==> src/rtl/mycpu_pkg.sv <==
// Shared EX-stage definitions: mul/div op encodings, divider timing constants and unit state codes.
package mycpu_pkg;

  typedef enum logic [2:0] {
    OP_MULT  = 3'd0,
    OP_MULTU = 3'd1,
    OP_DIV   = 3'd2,
    OP_DIVU  = 3'd3,
    OP_MADD  = 3'd4,
    OP_MADDU = 3'd5,
    OP_MSUB  = 3'd6,
    OP_MSUBU = 3'd7
  } muldiv_op_t;

  localparam int DIV_ITERS   = 32;
  localparam int DIV_LATENCY = 34;

  typedef enum logic [2:0] {
    S_IDLE = 3'd0,
    S_MUL  = 3'd1,
    S_DIV  = 3'd2,
    S_FIX  = 3'd3,
    S_DONE = 3'd4
  } md_state_t;

endpackage

==> src/rtl/div_iter.sv <==
// Unsigned restoring divider core, one quotient bit per cycle; done rises DIV_ITERS cycles after start.
// No backpressure: start reloads the core at any time, results hold until the next start.
module div_iter
  import mycpu_pkg::*;
(
  input  logic        clk,
  input  logic        reset,
  input  logic        start,
  input  logic [31:0] dividend,
  input  logic [31:0] divisor,
  output logic        done,
  output logic [31:0] quotient,
  output logic [31:0] remainder
);

  logic [31:0] rem;
  logic [31:0] quo;
  logic [31:0] dvs;
  logic [5:0]  cnt;
  logic        run;
  logic [32:0] shifted;
  logic        ge;
  logic [31:0] diff;

  // Shifted partial remainder stays below 2*divisor, so the 32-bit difference is exact when ge.
  assign shifted = {rem, quo[31]};
  assign ge      = shifted >= {1'b0, dvs};
  assign diff    = shifted[31:0] - dvs;

  always_ff @(posedge clk) begin
    if (reset) begin
      rem  <= '0;
      quo  <= '0;
      dvs  <= '0;
      cnt  <= '0;
      run  <= 1'b0;
      done <= 1'b0;
    end else if (start) begin
      rem  <= '0;
      quo  <= dividend;
      dvs  <= divisor;
      cnt  <= '0;
      run  <= 1'b1;
      done <= 1'b0;
    end else if (run) begin
      rem <= ge ? diff : shifted[31:0];
      quo <= {quo[30:0], ge};
      cnt <= cnt + 6'd1;
      if (cnt == 6'(DIV_ITERS - 1)) begin
        run  <= 1'b0;
        done <= 1'b1;
      end
    end
  end

  assign quotient  = quo;
  assign remainder = rem;

endmodule

==> src/rtl/muldiv_unit.sv <==
// Iterative MULT/DIV unit driving the HI/LO write bus; MUL_CYCLES (MADD +1) or 34 cycles to the write pulse.
// Busy stalls issue while in flight; flush aborts at any point. MULDIV_MADD_EN enables MADD/MSUB.
module muldiv_unit
  import mycpu_pkg::*;
#(
  parameter int MUL_CYCLES = 2
) (
  input  logic        clk,
  input  logic        reset,
  input  logic        start,
  input  logic [2:0]  op,
  input  logic [31:0] a,
  input  logic [31:0] b,
  input  logic [31:0] hi_in,
  input  logic [31:0] lo_in,
  input  logic        flush,
  output logic        busy,
  output logic        hi_write,
  output logic        lo_write,
  output logic [31:0] hi_data,
  output logic [31:0] lo_data
);

  md_state_t   state;
  muldiv_op_t  op_e;
  logic [5:0]  cnt;
  logic [63:0] res_q;
  logic        wr_q;
  logic        q_neg;
  logic        r_neg;
  logic        dvz;
  logic [31:0] a_q;

  logic        accept;
  logic        is_div;
  logic        is_madd;
  logic        sgn;
  logic signed [32:0] ma;
  logic signed [32:0] mb;
  logic signed [65:0] prod_full;
  logic [63:0] prod;
  logic [63:0] mul_res;
  logic [5:0]  mul_init;
  logic [31:0] a_mag;
  logic [31:0] b_mag;
  logic        div_done;
  logic [31:0] div_q;
  logic [31:0] div_r;
  logic [31:0] fix_q;
  logic [31:0] fix_r;
  logic [1:0]  unused_prod_hi;

  assign op_e    = muldiv_op_t'(op);
  assign busy    = (state == S_MUL) || (state == S_DIV) || (state == S_FIX);
  assign accept  = start && !busy && !flush;
  assign is_div  = (op_e == OP_DIV) || (op_e == OP_DIVU);
  assign is_madd = op[2];
  assign sgn     = ~op[0];

  assign ma             = {sgn & a[31], a};
  assign mb             = {sgn & b[31], b};
  assign prod_full      = ma * mb;
  assign prod           = prod_full[63:0];
  assign unused_prod_hi = prod_full[65:64];

`ifdef MULDIV_MADD_EN
  localparam bit MADD_EN = 1'b1;
  // op[1] separates MSUB from MADD within the accumulate family.
  assign mul_res = !is_madd ? prod :
                   op[1]    ? ({hi_in, lo_in} - prod) : ({hi_in, lo_in} + prod);
`else
  localparam bit MADD_EN = 1'b0;
  logic unused_hilo;
  assign unused_hilo = ^{hi_in, lo_in};
  assign mul_res     = prod;
`endif

  // Counts the extra MUL-state cycles after acceptance; the accumulate adds one.
  assign mul_init = is_madd ? 6'(MUL_CYCLES) : 6'(MUL_CYCLES - 1);

  assign a_mag = (sgn && a[31]) ? (~a + 32'd1) : a;
  assign b_mag = (sgn && b[31]) ? (~b + 32'd1) : b;

  div_iter u_div (
    .clk       (clk),
    .reset     (reset),
    .start     (accept && is_div),
    .dividend  (a_mag),
    .divisor   (b_mag),
    .done      (div_done),
    .quotient  (div_q),
    .remainder (div_r)
  );

  // Divide-by-zero bypasses sign correction: quotient all ones, remainder is the raw dividend.
  assign fix_q = dvz ? 32'hFFFF_FFFF : (q_neg ? (~div_q + 32'd1) : div_q);
  assign fix_r = dvz ? a_q : (r_neg ? (~div_r + 32'd1) : div_r);

  always_ff @(posedge clk) begin
    if (reset) begin
      state   <= S_IDLE;
      cnt     <= '0;
      res_q   <= '0;
      wr_q    <= 1'b0;
      q_neg   <= 1'b0;
      r_neg   <= 1'b0;
      dvz     <= 1'b0;
      a_q     <= '0;
      hi_data <= '0;
      lo_data <= '0;
    end else begin
      wr_q <= 1'b0;
      if (flush) begin
        state <= S_IDLE;
      end else begin
        case (state)
          S_IDLE, S_DONE: begin
            state <= S_IDLE;
            if (accept) begin
              if (is_div) begin
                state <= S_DIV;
                cnt   <= '0;
                q_neg <= sgn & (a[31] ^ b[31]);
                r_neg <= sgn & a[31];
                dvz   <= (b == 32'd0);
                a_q   <= a;
              end else if (is_madd && !MADD_EN) begin
                state <= S_IDLE;
              end else if (mul_init == 6'd0) begin
                state   <= S_DONE;
                wr_q    <= 1'b1;
                hi_data <= mul_res[63:32];
                lo_data <= mul_res[31:0];
              end else begin
                state <= S_MUL;
                cnt   <= mul_init - 6'd1;
                res_q <= mul_res;
              end
            end
          end
          S_MUL: begin
            if (cnt == 6'd0) begin
              state   <= S_DONE;
              wr_q    <= 1'b1;
              hi_data <= res_q[63:32];
              lo_data <= res_q[31:0];
            end else begin
              cnt <= cnt - 6'd1;
            end
          end
          S_DIV: begin
            if (cnt == 6'(DIV_ITERS - 1)) state <= S_FIX;
            else                          cnt   <= cnt + 6'd1;
          end
          S_FIX: begin
            if (div_done) begin
              state   <= S_DONE;
              wr_q    <= 1'b1;
              hi_data <= fix_r;
              lo_data <= fix_q;
            end
          end
          default: state <= S_IDLE;
        endcase
      end
    end
  end

  // A flush landing in the write cycle must still cancel the HI/LO capture.
  assign hi_write = wr_q & ~flush;
  assign lo_write = hi_write;

endmodule

==> config.mk <==
export PLATFORM = sky130hd
export DESIGN_NAME = muldiv_unit
export DESIGN_NICKNAME = d
export VERILOG_FILES = /design/src/rtl/mycpu_pkg.sv /design/src/rtl/div_iter.sv /design/src/rtl/muldiv_unit.sv
export SDC_FILE = /design/constraint.sdc
export NUM_CORES = 2
export LEC_CHECK = 0
export ABC_CLOCK_PERIOD_IN_PS = 9800
export CORE_ASPECT_RATIO = 0.9
export CORE_MARGIN = 2
export CORE_UTILIZATION = 30
export CTS_CLUSTER_SIZE = 14
export DETAILED_ROUTE_END_ITERATION = 8
export PLACE_DENSITY = 0.48
export SLEW_MARGIN = 5
export SYNTH_ARGS = -nofsm -noshare
export SYNTH_HDL_FRONTEND = slang
export SYNTH_SLANG_ARGS = --single-unit
==> constraint.sdc <==
create_clock -name clk -period 9.8 [get_ports clk]
set_input_delay 1.47 -clock clk [delete_from_list [all_inputs] [get_ports clk]]
set_output_delay 1.47 -clock clk [all_outputs]
set_load 0.02 [all_outputs]
---- Yosys cells after proc, flatten, opt, wreduce, memory -nomap -nowiden ----
Index checks and enable logic that the tools add are counted.
word-level totals
  output and inout bits ................... 67
  register bits ........................... 277
  word-level logic and storage cells ...... 135
cells by class
  multiplexer cells ....................... 49
  bitwise logic cells ..................... 14
  $add $sub $neg .......................... 9
  multipliers ............................. 1
  magnitude comparators ................... 1
  reductions and logical operators ........ 26
  equal/unequal tests ..................... 19
operators with widths
  cell                                                   count
  2-to-1 mux 32 bit                                      21
  one-hot mux 32 bit (3 select lines)                    2
  adder 32 x 1 -> 32 bit, second input constant          4
  inverter 32 bit                                        4
  multiplier 33 x 33 -> 64 bit                           1
  2-to-1 mux 6 bit                                       6
  greater-or-equal comparator 33 x 32 -> 1 bit           1
  zero test 32 bit                                       1
  subtractor 32 bit                                      1
  2-to-1 mux 3 bit                                       7
  one-hot mux 6 bit (3 select lines)                     1
  adder 6 x 1 -> 6 bit, second input constant            2
  == test 3 x 2 -> 1 bit, second input constant          4
  == test 6 x 5 -> 1 bit, second input constant          2
  zero test 6 bit                                        2
  inequality test 2 bit, second input constant           6
  one-hot mux 3 bit (4 select lines)                     1
  2-to-1 mux 1 bit                                       9
  AND reduction 8 bit                                    1
  AND reduction 7 bit                                    1
  inequality test 2 x 1 -> 1 bit, second input constant  3
  inequality test 3 bit, second input constant           2
  AND reduction 6 bit                                    1
  nonzero test 3 bit                                     2
  18 further kinds                                       34

---- Longest topological paths before layout ----
  depth in word-level cells ............... 8
  mapped depth ............................ 32

---- Cells and area by module ----
From an unflattened synthesis, not the netlist that was laid out.
second synthesis, totals
  cell total of the unflattened synthesis .. 6332
  area, all modules ....................... 54151.9 um^2
by module, submodules not included
  module       seq. area each (um^2)  times used  area an instance (um^2)  cells an instance
  muldiv_unit  3463.3                 1           47917.2                  5547
  div_iter     2082.0                 1           6234.7                   785

---- Least setup slack after synthesis ----
OpenSTA, ideal clock, no wires.
  path type ............................... input to register
  from .................................... input port a[31]
  to ...................................... register res_q[63]
  stages on the path ...................... 29
  slack ................................... 0.330 ns
  data arrival time ....................... 9.379 ns
  required time ........................... 9.709 ns
  buffers on the path ..................... 4
  cell sequence ........................... clkbuf_1 -> nor2b_1 -> clkbuf_1 -> clkbuf_1 -> and2_1 -> fa_1 -> inv_1 -> fa_1 -> inv_1 -> fa_1 -> inv_1 -> fa_1 -> inv_1 -> fa_1 -> fa_1 -> inv_1 -> fa_1 -> fa_1 -> inv_1 -> ha_1 -> clkbuf_1 -> and3_1 -> and2_1 -> and4_1 -> and3_1 -> nor2_1 -> o211ai_1 -> and2_1 -> a311oi_1
between the ends
  word-level cells in the longest chain between the ends .. 2
RTL lines
  what                            line                text
  start, declared                 muldiv_unit.sv:12   input logic [31:0] a,
  bitwise AND 1 bit               muldiv_unit.sv:60   assign ma = {sgn & a[31], a};
  multiplier 33 x 33 -> 64 bit *  muldiv_unit.sv:62   assign prod_full = ma * mb;
  end signal, assigned            muldiv_unit.sv:137  res_q <= mul_res;
  end, declared                   muldiv_unit.sv:27   logic [63:0] res_q;
Mark *: on every way between the ends. The rest lies on a longest branch, timed or not.
A chain may end at the register's enable or synchronous reset.

---- Final worst setup path ----
  from .................................... input port b[0]
  to ...................................... register res_q[63]
between the ends
  word-level cells in the longest chain between the ends .. 1
RTL lines
  what                          line               text
  start, declared               muldiv_unit.sv:13  input logic [31:0] b,
  multiplier 33 x 33 -> 64 bit  muldiv_unit.sv:62
Every way passes these cells.

==> results by stage <==
Status:
- The flow ran to the end, and the final reports show no timing, DRC or antenna violations.

Clock tree:
- The total clock sinks is 277.
- The cell sitting at the root of the clock tree is a sky130_fd_sc_hd__clkbuf_16.
- The hold buffer count at CTS is 0.
- Once the clock tree was built, the resizer swapped 0 gates to a different size.
- The later pin in the worst-skew pair is clocked with a latency of 550 ps.
- The number of setup buffers added after CTS is 0.
- The number of buffers on the longest clock path is 3.
- The TritonCTS clock tree is built.
- The H-tree generated during clock tree synthesis spans 2 levels.
- Clock-pin slew was measured on the worst setup and hold paths at approximately 60 ps.
- The number of buffers inserted during clock tree synthesis is 35.

Synthesis:
- The synthesized netlist devotes 9.26% of its cell area to compound gates.
- Of all cell types, the one taking the most synthesized area is sky130_fd_sc_hd__fa_1.
- The register bit total from synthesis is 277.
- For this run, asynchronously set or reset flops after synthesis account for 0%.
- Of the total synthesized cell area, the portion taken by AND, OR, NAND and NOR gates is approximately 16%.
- The number of synthesized flops with an enable pin is 0.
- The post-synthesis instance total is between 6000 and 7000.
- The yosys synthesis warning count is 0.
- In this run the cell area of the synthesized design comes to between 50000 and 60000 um2.
- The main combinational cell family by area after synthesis is adder cells.
- The area share of the leading cell type in the synthesized netlist is a little over two fifths.
- The post-synthesis net count is between 7000 and 8000.
- For this run, the leading register cell type out of synthesis is sky130_fd_sc_hd__dfxtp_1.
- After Yosys synthesis, XOR and XNOR cells account for approximately 3.5% of the synthesized area.
- The average instance area after synthesis is around 8.6 um2.
- Of the total synthesized cell area, the portion taken by full adders, half adders and majority gates is between 40% and 50%.
- The share of the yosys chip area belonging to registers is between 10 and 15%.
- In the post-synthesis netlist, the biggest area contributors are sky130_fd_sc_hd__fa_1, sky130_fd_sc_hd__dfxtp_1, sky130_fd_sc_hd__inv_1.
- The synthesized netlist contains 71 unique library cells.
- The mux cell area share after synthesis is ~1.3%.

Route:
- For this block, the initial DRC count from the detailed router was around 2700.
- The average detailed-routed wire length per instance is between 20 and 25 um.
- Before antenna repair, the detailed router went through 5 iterations.
- The via count normalized by instance count is between 4 and 5.
- In the routed design, unresolved DRC markers number 0.
- In this run the remaining antenna-violating nets after routing total 0.
- The final wirelength is 175 mm.
- The total via count after detailed routing is between 40000 and 50000.

Worst setup path:
- In this design, the critical path's most frequently occurring cell is sky130_fd_sc_hd__fa_1.
- The critical path startpoint category is an input pin.
- Of all nets on the critical path, the largest fanout is 25.
- The buffers plus inverters on the worst setup path is 10.
- The largest single stage delay on the critical path is 540 ps.
- At the worst endpoint, the arrival time is between 9000 and 10000 ps.
- In this design, the largest share of critical-path delay is due to adder cells.
- The worst setup path is of the in2reg kind.
- At the worst endpoint, the required time is around 10000 ps.
- The slowest library cell on the worst path is sky130_fd_sc_hd__fa_1.
- The endpoint class of the critical path is a register.

GRT:
- The global-route congestion overflow total is 0.
- The number of global-route vias before repair is between 40000 and 50000.
- The wire length of the first global-routing pass is approximately 270 mm.
- Entering global routing, the biggest net connects 110 pins.
- The number of antenna violations at the first check in global routing is 17.
- The combined global-route utilization of all metal layers is 19.5%.

Placement:
- The quantity of I/O buffers inserted on ports is ~140.
- In this run, placement finished with an instance count of 8580.
- The routability congestion estimate from global placement is 0.897.
- After legalization and detailed placement, the total HPWL measured around 140 mm.

STA:
- The setup-violating endpoint count in the final report is 0.
- Setup repair after global routing left no endpoint under its margin.
- The highest achievable clock rate is ~0.11 GHz.
- The worst relative slew slack is between 10% and 20%.
- The final critical delay including setup and external delays is just over 9000 ps.
- On the final layout, the worst clock skew is between 20 and 30 ps.
- The worst hold slack is 450 ps.
- The final number of hold-violating endpoints came to 0.
- The count of pins over their slew limit is 0.
- The actual transition at the worst max-transition pin is about 1200 ps.
- Of the available clock period, the critical path in the final layout requires 94.4%.

Floorplan:
- In this run the count of I/O pins placed on the die edge is between 200 and 250.
- The die area is roughly 180000 um2.
- The area of the core is between 150000 and 200000 um2.
- From left edge to right edge, the die measures around 450 um.
- The initial utilization of the core area, before any placement, comes to approximately 30%.
- The vertical extent of the die is 405 um.
- The number of core rows is approximately 150.

Finish:
- The count of nets after finishing is between 7000 and 8000.
- From synthesis to final layout, the design area changed by 10.9%.
- The count of cells in the finished layout, fillers not included, comes to 8644.
- The library cell used most frequently in the layout, excluding fill and tap cells, is sky130_fd_sc_hd__inv_1.
- In the final layout, the share of cells above drive strength 1 is 5.91%.
- The library cells used most frequently in the layout, excluding fill and tap cells, are sky130_fd_sc_hd__inv_1, sky130_fd_sc_hd__fa_1, sky130_fd_sc_hd__nand2_1.

Min path:
- The class of the most critical hold timing path is reg2reg.

Flow run:
- Max-cap violations in this run came to 0.
==> stage by stage <==
step,util (%),setup TNS [ps],setup slack (ps),cell area (um2)
finish,33.4,0,547,59600
detailed placement,32.8,-19.2,-15.1,58400
global route,33.4,0,180,59600
floorplan,-,0,330,53700
global placement,32.8,-10.9,-10.9,58400
CTS,33.4,0,540,59600
==> cell families (layout without fill, tap and decap cells) <==
| family | Yosys count | count (layout) |
|---|---|---|
| flops | 277 | 277 |
| compound gates | 790 | 790 |
| fa+ha+maj | 1381 | 1381 |
| simple gates | 1890 | 1890 |
| xor+xnor | 214 | 214 |
| buf+inv | 1616 | 1636 |
| mux | 68 | 68 |
| other cells | 0 | 4 |
==> state kept, by name, indices dropped and copies added (netlist names), 3 cells and up <==
register and flops:
lo_data 32, a_q 32, cnt 6, u_div.quotient 32, hi_data 32, state 3
u_div.cnt 6, u_div.remainder 32, res_q 64, u_div.dvs 32
==> tightest hold or removal path, cell delays in order, from the launching register on <==
cell and delay [ps]:
sky130_fd_sc_hd__dfxtp_1 310, sky130_fd_sc_hd__nand2_1 50, sky130_fd_sc_hd__a21oi_1 50
==> final cells by class <==
class,count,area [um2]
Timing Repair Buffer,375,3310
Tap cell,2384,2980
Sequential cell,277,5550
Fill cell,18673,119000
Clock buffer,49,1010
Antenna cell,4,10.0
Multi-Input combinational cell,4343,42100
Clock inverter,11,134
Inverter,1201,4510
==> routing by layer <==
metal	global-route usage [%]	up-vias	part of all wire, %
met5	0	-	0
met1	27.2	21562	46
li1	-	18978	-
met3	2.01	138	4.8
met2	32.9	964	47
met4	3.34	0	1.9
==> cell usage after synthesis (all sizes together), types with 5 or more instances <==
cell type	instances
and3	10
nor3b	8
o21a	13
nand3	37
nand2b	33
a311oi	6
and4	7
o221ai	14
o21bai	13
a41oi	6
nor2b	15
clkbuf	349
xor2	88
dfxtp	277
nor3	56
or4	19
a21o	60
a21oi	261
a211oi	102
nor2	262
o211ai	18
o311ai	7
a31oi	20
o21ai	166
and2	399
xnor2	126
ha	254
mux2i	68
nor4	18
buf	65
a32oi	5
or3	15
a221oi	7
or2	8
nand4	27
a21boi	7
nand3b	12
o41ai	18
fa	1127
o31ai	30
inv	1201
a211o	8
nand2	956
==> path summary, 6_finish.rpt <==
kind | start | to | slack [ps] | cells after the start
worst min-delay path | res_q[0]$_SDFFE_PP0P_ | res_q[0]$_SDFFE_PP0P_ | 450 | 2
worst max register to register | u_div.dvs[1]$_SDFFE_PP0P_ | u_div.remainder[18]$_SDFFE_PP0P_ | 5610 | 12
worst min register to register | res_q[0]$_SDFFE_PP0P_ | res_q[0]$_SDFFE_PP0P_ | 450 | 2
worst max-delay path | b[0] | res_q[63]$_SDFFE_PP0P_ | 550 | 29
Power is left out: the tool's default activity adds up to more than one toggle a clock period on the data nets, which glitch-free logic cannot reach.
